`config.mk`:
```
export PLATFORM = sky130hd
export DESIGN_NAME = fp_exp_align_stage
export DESIGN_NICKNAME = d
export VERILOG_FILES = /design/src/rtl/fp_add_pkg.sv /design/src/rtl/fp_skid_buf.sv /design/src/rtl/fp_exp_align_stage.sv
export SDC_FILE = /design/constraint.sdc
export NUM_CORES = 1
export LEC_CHECK = 0
export BUFFER_PORTS_ARGS = -buffer_cell sky130_fd_sc_hd__clkbuf_2
export CORE_MARGIN = 8
export CORE_UTILIZATION = 40
export DETAILED_ROUTE_END_ITERATION = 10
export PLACE_DENSITY = 0.72
export SLEW_MARGIN = 15
export SYNTH_ARGS = -nofsm -noshare
export SYNTH_HDL_FRONTEND = slang
export SYNTH_HIERARCHICAL = 1
export SYNTH_SLANG_ARGS = --single-unit
```
`constraint.sdc`:
```
create_clock -name clk -period 3.1 [get_ports clk]
set_input_delay 0.155 -clock clk [delete_from_list [all_inputs] [get_ports clk]]
set_output_delay 0.155 -clock clk [all_outputs]
set_load 0.03 [all_outputs]
```
`src/rtl/fp_add_pkg.sv`:
```
// Shared definitions for the FP adder pipeline.
// Operand widths, alignment shift limits and the exponent-align result bundle.
package fp_add_pkg;

    localparam int EXP_W_DEF  = 8;
    localparam int MANT_W_DEF = 24;

    // Past mantissa + guard + round every bit is lost, so the shift clamps here.
    function automatic int sat_of(input int mant_w);
        return mant_w + 2;
    endfunction

    function automatic int sh_w_of(input int mant_w);
        return $clog2(mant_w + 3);
    endfunction

    localparam int SAT_DEF  = sat_of(MANT_W_DEF);
    localparam int SH_W_DEF = sh_w_of(MANT_W_DEF);

    typedef struct packed {
        logic                  sel_c;
        logic [EXP_W_DEF-1:0]  exp_out;
        logic [MANT_W_DEF-1:0] mant_big;
        logic [MANT_W_DEF-1:0] mant_small;
        logic [SH_W_DEF-1:0]   shift_amt;
    } align_t;

    localparam int ALIGN_W = $bits(align_t);

endpackage

```
`src/rtl/fp_skid_buf.sv`:
```
// Two-entry valid/ready register slice: output register plus one skid entry.
// in_ready is registered so there is no combinational path from out_ready.
module fp_skid_buf #(
    parameter int W = 8
) (
    input  logic         clk,
    input  logic         rst_n,
    input  logic         in_valid,
    output logic         in_ready,
    input  logic [W-1:0] in_data,
    output logic         out_valid,
    input  logic         out_ready,
    output logic [W-1:0] out_data
);

    logic         skid_valid;
    logic [W-1:0] skid_data;

    assign in_ready = !skid_valid;

    always_ff @(posedge clk or negedge rst_n) begin
        if (!rst_n) begin
            out_valid  <= 1'b0;
            out_data   <= '0;
            skid_valid <= 1'b0;
            skid_data  <= '0;
        end else begin
            unique case (1'b1)
                skid_valid: begin
                    if (out_ready) begin
                        out_data   <= skid_data;
                        skid_valid <= 1'b0;
                    end
                end
                (!skid_valid && (!out_valid || out_ready)): begin
                    out_valid <= in_valid;
                    if (in_valid) begin
                        out_data <= in_data;
                    end
                end
                (!skid_valid && out_valid && !out_ready): begin
                    if (in_valid) begin
                        skid_data  <= in_data;
                        skid_valid <= 1'b1;
                    end
                end
                default: ;
            endcase
        end
    end

endmodule

```
`src/rtl/fp_exp_align_stage.sv`:
```
// FP adder exponent compare/select stage: picks the larger operand and a
// saturated alignment shift, registered behind a skid-buffered handshake.
module fp_exp_align_stage
    import fp_add_pkg::*;
#(
    parameter int EXP_W  = EXP_W_DEF,
    parameter int MANT_W = MANT_W_DEF
) (
    input  logic                         clk,
    input  logic                         rst_n,
    input  logic                         in_valid,
    output logic                         in_ready,
    input  logic [EXP_W-1:0]             exp_a,
    input  logic [EXP_W-1:0]             exp_b,
    input  logic [MANT_W-1:0]            mant_a,
    input  logic [MANT_W-1:0]            mant_b,
    output logic                         out_valid,
    input  logic                         out_ready,
    output logic                         sel_c,
    output logic [EXP_W-1:0]             exp_out,
    output logic [MANT_W-1:0]            mant_big,
    output logic [MANT_W-1:0]            mant_small,
    output logic [sh_w_of(MANT_W)-1:0]   shift_amt
);

    localparam int SAT   = sat_of(MANT_W);
    localparam int SH_W  = sh_w_of(MANT_W);
    localparam int RES_W = 1 + EXP_W + 2 * MANT_W + SH_W;

    localparam logic [EXP_W:0]  SAT_E = (EXP_W + 1)'(SAT);
    localparam logic [SH_W-1:0] SAT_S = SH_W'(SAT);

    logic              sel;
    logic [EXP_W:0]    diff;
    logic [SH_W-1:0]   sh;
    logic [RES_W-1:0]  res_in;
    logic [RES_W-1:0]  res_out;

    always_comb begin
        sel  = (exp_b > exp_a) || ((exp_b == exp_a) && (mant_b > mant_a));
        // One extra bit keeps the magnitude exact before clamping.
        diff = sel ? ({1'b0, exp_b} - {1'b0, exp_a})
                   : ({1'b0, exp_a} - {1'b0, exp_b});
        sh   = (diff > SAT_E) ? SAT_S : diff[SH_W-1:0];
    end

    assign res_in = {
        sel,
        sel ? exp_b  : exp_a,
        sel ? mant_b : mant_a,
        sel ? mant_a : mant_b,
        sh
    };

    fp_skid_buf #(
        .W (RES_W)
    ) u_skid (
        .clk       (clk),
        .rst_n     (rst_n),
        .in_valid  (in_valid),
        .in_ready  (in_ready),
        .in_data   (res_in),
        .out_valid (out_valid),
        .out_ready (out_ready),
        .out_data  (res_out)
    );

    assign {sel_c, exp_out, mant_big, mant_small, shift_amt} = res_out;

endmodule
```
=== Word level (Yosys, flattened, before mapping) ===
Index checks and enable logic that the tools add are counted.

* Mux-type cells: 11
* $add $sub $neg: 2
* Order comparisons: 3
* Equal/unequal tests: 3
* Reductions and logical operators: 12

{| class="wikitable"
|+ Operator list
! operator !! number
|-
| 62-bit two-way mux || 2
|-
| 62-bit case mux with 2 select lines || 1
|-
| 24-bit two-way mux || 2
|-
| 24-bit > comparator || 1
|-
| 8-bit by 8-bit subtractor with 9-bit output || 2
|-
| 9-bit by 5-bit > comparator with 1-bit output, second input constant || 1
|-
| 9-bit two-way mux || 1
|-
| 8-bit == test || 1
|-
| 8-bit > comparator || 1
|-
| 8-bit two-way mux || 1
|-
| 5-bit two-way mux || 1
|-
| 1-bit logical AND || 4
|-
| 2-bit inequality test, second input constant || 2
|-
| 1-bit zero test || 3
|-
| 3-bit AND reduction || 1
|-
| 1-bit logical OR || 2
|-
| 1-bit two-way mux || 2
|-
| 1-bit case mux with 2 select lines || 1
|-
| 2-bit AND reduction || 1
|-
| 2-bit nonzero test || 1
|}

* Word-level logic and storage cells: 35
* Register bits after elaboration: 126

=== Depth between registers and ports, before layout ===
* Depth in word-level cells: 8
* Depth in mapped cells: 14

=== Hierarchy ===
Netlist, hierarchy kept.

{| class="wikitable"
|+ By module, submodules not included
! module !! cells each !! instances !! area each (um^2)
|-
| fp_skid_buf || 350 || 1 || 5165.0
|-
| fp_exp_align_stage || 302 || 1 || 2160.8
|}

=== Worst setup path after synthesis ===
OpenSTA, ideal clock, no wires.

* Path kind: input -> register
* From: input exp_a[5]
* To: register u_skid.skid_data[0]
* Stages: 12
* Path buffers: 1
* Arrival time: 2720 ps
* Path slack: 253 ps
* Setup time: 128 ps
* Path through: inv_1 > ha_1 > buf_6 > a2111oi_4 > o21ai_0 > o31ai_1 > a31oi_4 > mux2i_4 > xor2_2 > a2111oi_0 > nor3_1 > mux2_1

* Word-level cells in the longest chain between the ends: 6

{| class="wikitable"
|+ Ends and longest elaborated chain
! what !! RTL line !! RTL
|-
| start, declared || fp_exp_align_stage.sv:13 || <nowiki>input logic [EXP_W-1:0] exp_a,</nowiki>
|-
| parallel branches: the longest is 3 deep, another holds 8-bit > comparator || -- ||
|-
| 9-bit two-way mux * || fp_exp_align_stage.sv:42 || <nowiki>diff = sel ? ({1'b0, exp_b} - {1'b0, exp_a})</nowiki>
|-
| 9-bit by 5-bit > comparator with 1-bit output || fp_exp_align_stage.sv:44 || <nowiki>sh = (diff > SAT_E) ? SAT_S : diff[SH_W-1:0];</nowiki>
|-
| 5-bit two-way mux * || fp_exp_align_stage.sv:44 ||
|-
| via res_in[0] || fp_exp_align_stage.sv:36 || <nowiki>logic [RES_W-1:0] res_in;</nowiki>
|-
| end signal, assigned || fp_skid_buf.sv:43 || <nowiki>skid_data <= in_data;</nowiki>
|-
| end, declared || fp_skid_buf.sv:17 || <nowiki>logic [W-1:0] skid_data;</nowiki>
|}

Mark *: on every way through the listed nets, which the timed path passes.
A chain may end at the register's enable or synchronous reset.

=== Worst setup path after layout ===
* From: input mant_a[22]
* To: register u_skid.skid_data[1]

* Word-level cells in the longest chain between the ends: 6

{| class="wikitable"
|+ Ends and longest elaborated chain
! what !! RTL line !! RTL
|-
| start, declared || fp_exp_align_stage.sv:15 || <nowiki>input logic [MANT_W-1:0] mant_a,</nowiki>
|-
| 24-bit > comparator * || fp_exp_align_stage.sv:40 || <nowiki>sel = (exp_b > exp_a) || ((exp_b == exp_a) && (mant_b > mant_a));</nowiki>
|-
| 1-bit logical AND * || fp_exp_align_stage.sv:40 ||
|-
| 1-bit logical OR * || fp_exp_align_stage.sv:40 ||
|-
| 9-bit two-way mux * || fp_exp_align_stage.sv:42 ||
|-
| 9-bit by 5-bit > comparator with 1-bit output || fp_exp_align_stage.sv:44 ||
|-
| 5-bit two-way mux * || fp_exp_align_stage.sv:44 ||
|-
| via res_in[1] || fp_exp_align_stage.sv:36 ||
|}

The timed path passes the listed nets; every way through them passes the cells marked *.

==> qor.txt <==
status -> finished clean
Critical Path Sink Type -> register
type of the worst min-delay path -> in2reg
mean post-synth cell area -> 11.2 um^2
kind of critical path -> in2reg
Root Buffer -> sky130_fd_sc_hd__clkbuf_16
via count of the first global-routing pass -> 5657
Cell Rows -> 49
clk slew on worst S/H paths -> 0.05 ns
max frequency -> 359 MHz
synthesis-stage register bit count -> 126
RSZ-0062 raised after global routing -> false
global-route wire length before repair -> 30400 um
type of element launching the critical path -> input port
overall die area -> 22900 um^2
total inserted antenna cells -> 0
WL per Instance -> 18.3 um
total vias in the final route -> 5516
share of flip-flops with an asynchronous set or reset after synthesis -> 100%
nets in the synthesized netlist -> 762
sequential cell area in the final layout -> 3150 um^2
worst clock skew on the final layout -> 0.00661 ns
final period utilization -> 89.8%
maxcap violations -> 0
# fillers -> 1621
count of final hold-check violations -> 0
worst relative slew slack -> 23.4%
buffer levels on the longest clock path -> 2
cell family with most CP delay -> compound AO/OA/AOI/OAI gates
transition time at the pin with the least slew margin -> 1.14 ns
most numerous cell in the Yosys netlist -> sky130_fd_sc_hd__dfrtp_1
Layout Area Growth over Synthesis -> 21.3%
master of the slowest instance on the critical path -> sky130_fd_sc_hd__or3_1
number of failing setup endpoints in the final timing report -> 0
Main synth FF type -> sky130_fd_sc_hd__dfrtp_1
worst supply voltage drop on vdd -> 0.435 mV
number of post-CTS setup repair buffers -> 0
First DRT Iteration DRCs -> 297
combined area of all synthesized cells -> 7330 um^2
Power Dens Cells -> 696 nW/um^2
Floorplan Core Area -> 18000 um^2
starting utilization of the core area -> 40.8%
register area share after synthesis -> 43.0%
library cell with the largest summed area after synthesis -> sky130_fd_sc_hd__dfrtp_1
fraction of final layout cells with drive strength greater than 1 -> 36.3%
drt via density -> 5.32
I/O pin count -> 132
most frequent cells after synthesis -> sky130_fd_sc_hd__dfrtp_1, sky130_fd_sc_hd__or2_2, sky130_fd_sc_hd__mux2_1, sky130_fd_sc_hd__o221a_1, sky130_fd_sc_hd__inv_1
Buffers & Inverters on Critical Path -> 3
cell depth of the worst setup path -> 12
number of antenna violations at the first check in global routing -> 0
number of H-tree levels -> 4
Data required, critical path -> 3.38 ns
post-layout minimum cycle time -> 2.78 ns
Die Wd -> 151 um
largest net degree at the start of global routing -> 103
Max Fanout on Critical Path -> 6
die height -> 151 um
data arrival time of the critical path -> 3.06 ns
sum of negative setup slack -> 0 ns
Hold Crit Depth -> 3
Synth warnings -> 6
count of unique library cells instantiated by Yosys -> 52
number of standard cells in the final layout excluding fillers -> 1036
TritonCTS Buffers -> 17
wire length after detailed routing -> 18900 um
area of the multi-input gates -> 3760 um^2
first-pass iteration count of the detailed router -> 5
Max stage delay on crit path -> 0.40 ns
Port Buf Inserts -> 131
worst-skew pair later-pin latency -> 0.41 ns
CTS tree -> yes
number of cells on the worst reg-to-reg path -> 4
HPWL Detailed -> 13600 um
post-route DRC violation count -> 0
Post-synth EDFFs -> 0
sequence of cells on the critical path -> clkbuf_2, inv_1, ha_1, and4_1, a2111oi_4, o21ai_2, a221oi_4, a31oi_4, buf_4, o31a_1, or3_1, mux2_1
remaining number of nets flagged by the antenna check after routing -> 0
RePlAce Congestion -> 0.889
overflow left after global routing -> 0
crit path setup slack, layout -> 0.318 ns
leakage power of the design -> 3.95 nW
top cells by area in the synthesized netlist -> sky130_fd_sc_hd__dfrtp_1, sky130_fd_sc_hd__mux2_1, sky130_fd_sc_hd__o221a_1
Final Power -> 0.00618 W
count of placed standard cells including taps -> 1005
worst slack at placement -> -0.113 ns
share of the synthesized area in the top cell type -> 43.0%
Final Max Slew Viols -> 0
number of clock sinks -> 126
instance count of the mapped netlist -> 652
post-layout net count -> 907
GRT Resource Usage Total -> 17.1%
Final Util -> 49.5%
[worst paths after layout]
kind | start | endpoint | slack, ns
min | in_valid | u_skid/skid_valid$_DFF_PN0_ | 0.07
min in group asynchronous | rst_n | u_skid/out_data[56]$_DFFE_PN0P_ | 0.43
min reg2reg | u_skid/skid_data[56]$_DFFE_PN0P_ | u_skid/skid_data[56]$_DFFE_PN0P_ | 0.48
max in group asynchronous | rst_n | u_skid/skid_data[28]$_DFFE_PN0P_ | 1.86
max reg2reg | u_skid/out_valid$_DFFE_PN0P_ | u_skid/out_data[19]$_DFFE_PN0P_ | 1.02
max | mant_a[22] | u_skid/skid_data[1]$_DFFE_PN0P_ | 0.32
[where the power goes]
part | internal (W) | switching (W)
clock network | 0.00113 | 0.000692
registers | 0.00215 | 0.000257
logic | 0.000792 | 0.00117
total | 0.00407 | 0.00212
[sequential cells by signal (all words and copies together) (netlist names)]
signal	cells
u_skid/skid_valid	1
u_skid/out_data	62
u_skid/out_valid	1
u_skid/skid_data	62
[worst register-to-register path: stages, from the launching register on]
cell                       delay (ns)
sky130_fd_sc_hd__dfrtp_1         0.42
sky130_fd_sc_hd__nand2b_1        0.17
sky130_fd_sc_hd__nand3_2         0.63
sky130_fd_sc_hd__buf_12          0.48
sky130_fd_sc_hd__o221a_1         0.26
[per-layer routing]
layer / GRT usage (%) / wire length [um] / part of all wire [%] / up-vias
met1: 22.0 / 8710 / 46 / 2714
met5: 0 / 0 / 0 / -
met4: 4.75 / 283 / 1.5 / 0
met3: 4.72 / 1170 / 6.2 / 14
li1: - / - / - / 2649
met2: 27.5 / 8760 / 46 / 139
[final cells by class]
class / count / area share [%]
Multi-Input combinational cell: 436 / 42.3
Sequential cell: 126 / 35.5
Timing Repair Buffer: 166 / 10.9
Clock buffer: 22 / 5.22
Tap cell: 229 / 3.22
Inverter: 50 / 2.11
Clock inverter: 7 / 0.746
[timing repair]
action	CTS	global route
hold buffers	2	0
resized for setup	0	0
hold endpoints to repair	101	0
[placed cells by master, fill, tap and decap left out, types with 3 or more instances in the layout]
| master | instances |
|---|---|
| sky130_fd_sc_hd__o221a_1 | 62 |
| sky130_fd_sc_hd__clkinv_2 | 4 |
| sky130_fd_sc_hd__clkbuf_16 | 17 |
| sky130_fd_sc_hd__nand2b_1 | 3 |
| sky130_fd_sc_hd__clkbuf_2 | 130 |
| sky130_fd_sc_hd__o31ai_1 | 3 |
| sky130_fd_sc_hd__mux2_2 | 25 |
| sky130_fd_sc_hd__xor2_1 | 3 |
| sky130_fd_sc_hd__clkbuf_1 | 3 |
| sky130_fd_sc_hd__ha_1 | 40 |
| sky130_fd_sc_hd__nand4_1 | 4 |
| sky130_fd_sc_hd__nor2_1 | 8 |
| sky130_fd_sc_hd__buf_12 | 3 |
| sky130_fd_sc_hd__xnor2_1 | 4 |
| sky130_fd_sc_hd__mux2i_1 | 3 |
| sky130_fd_sc_hd__and4_1 | 3 |
| sky130_fd_sc_hd__buf_4 | 30 |
| sky130_fd_sc_hd__a21o_1 | 3 |
| sky130_fd_sc_hd__mux2_1 | 62 |
| sky130_fd_sc_hd__or2_2 | 63 |
| sky130_fd_sc_hd__nand2_1 | 44 |
| sky130_fd_sc_hd__dfrtp_1 | 126 |
| sky130_fd_sc_hd__inv_1 | 50 |
| sky130_fd_sc_hd__nor3_1 | 4 |
| sky130_fd_sc_hd__a21oi_1 | 20 |
| sky130_fd_sc_hd__o21ai_0 | 42 |
[logic make-up after synthesis]
group | synth area share (%)
adder cells (fa/ha/maj) | 7.38
buffers and inverters | 5.65
AND/OR/NAND/NOR | 10.6
flip-flops | 43.0
multiplexers | 14.1
XOR/XNOR | 1.06
AO/OA/AOI/OAI | 18.2
[per-stage QoR]
stage               cell area, um^2  hold slack, ns
CTS                            8890          0.0422
global placement               8340           0.355
detailed placement             8340           0.361
finish                         8890          0.0691
global route                   8890          0.0773
floorplan                      7330          -0.141
Power figures use the tool's default switching activity.
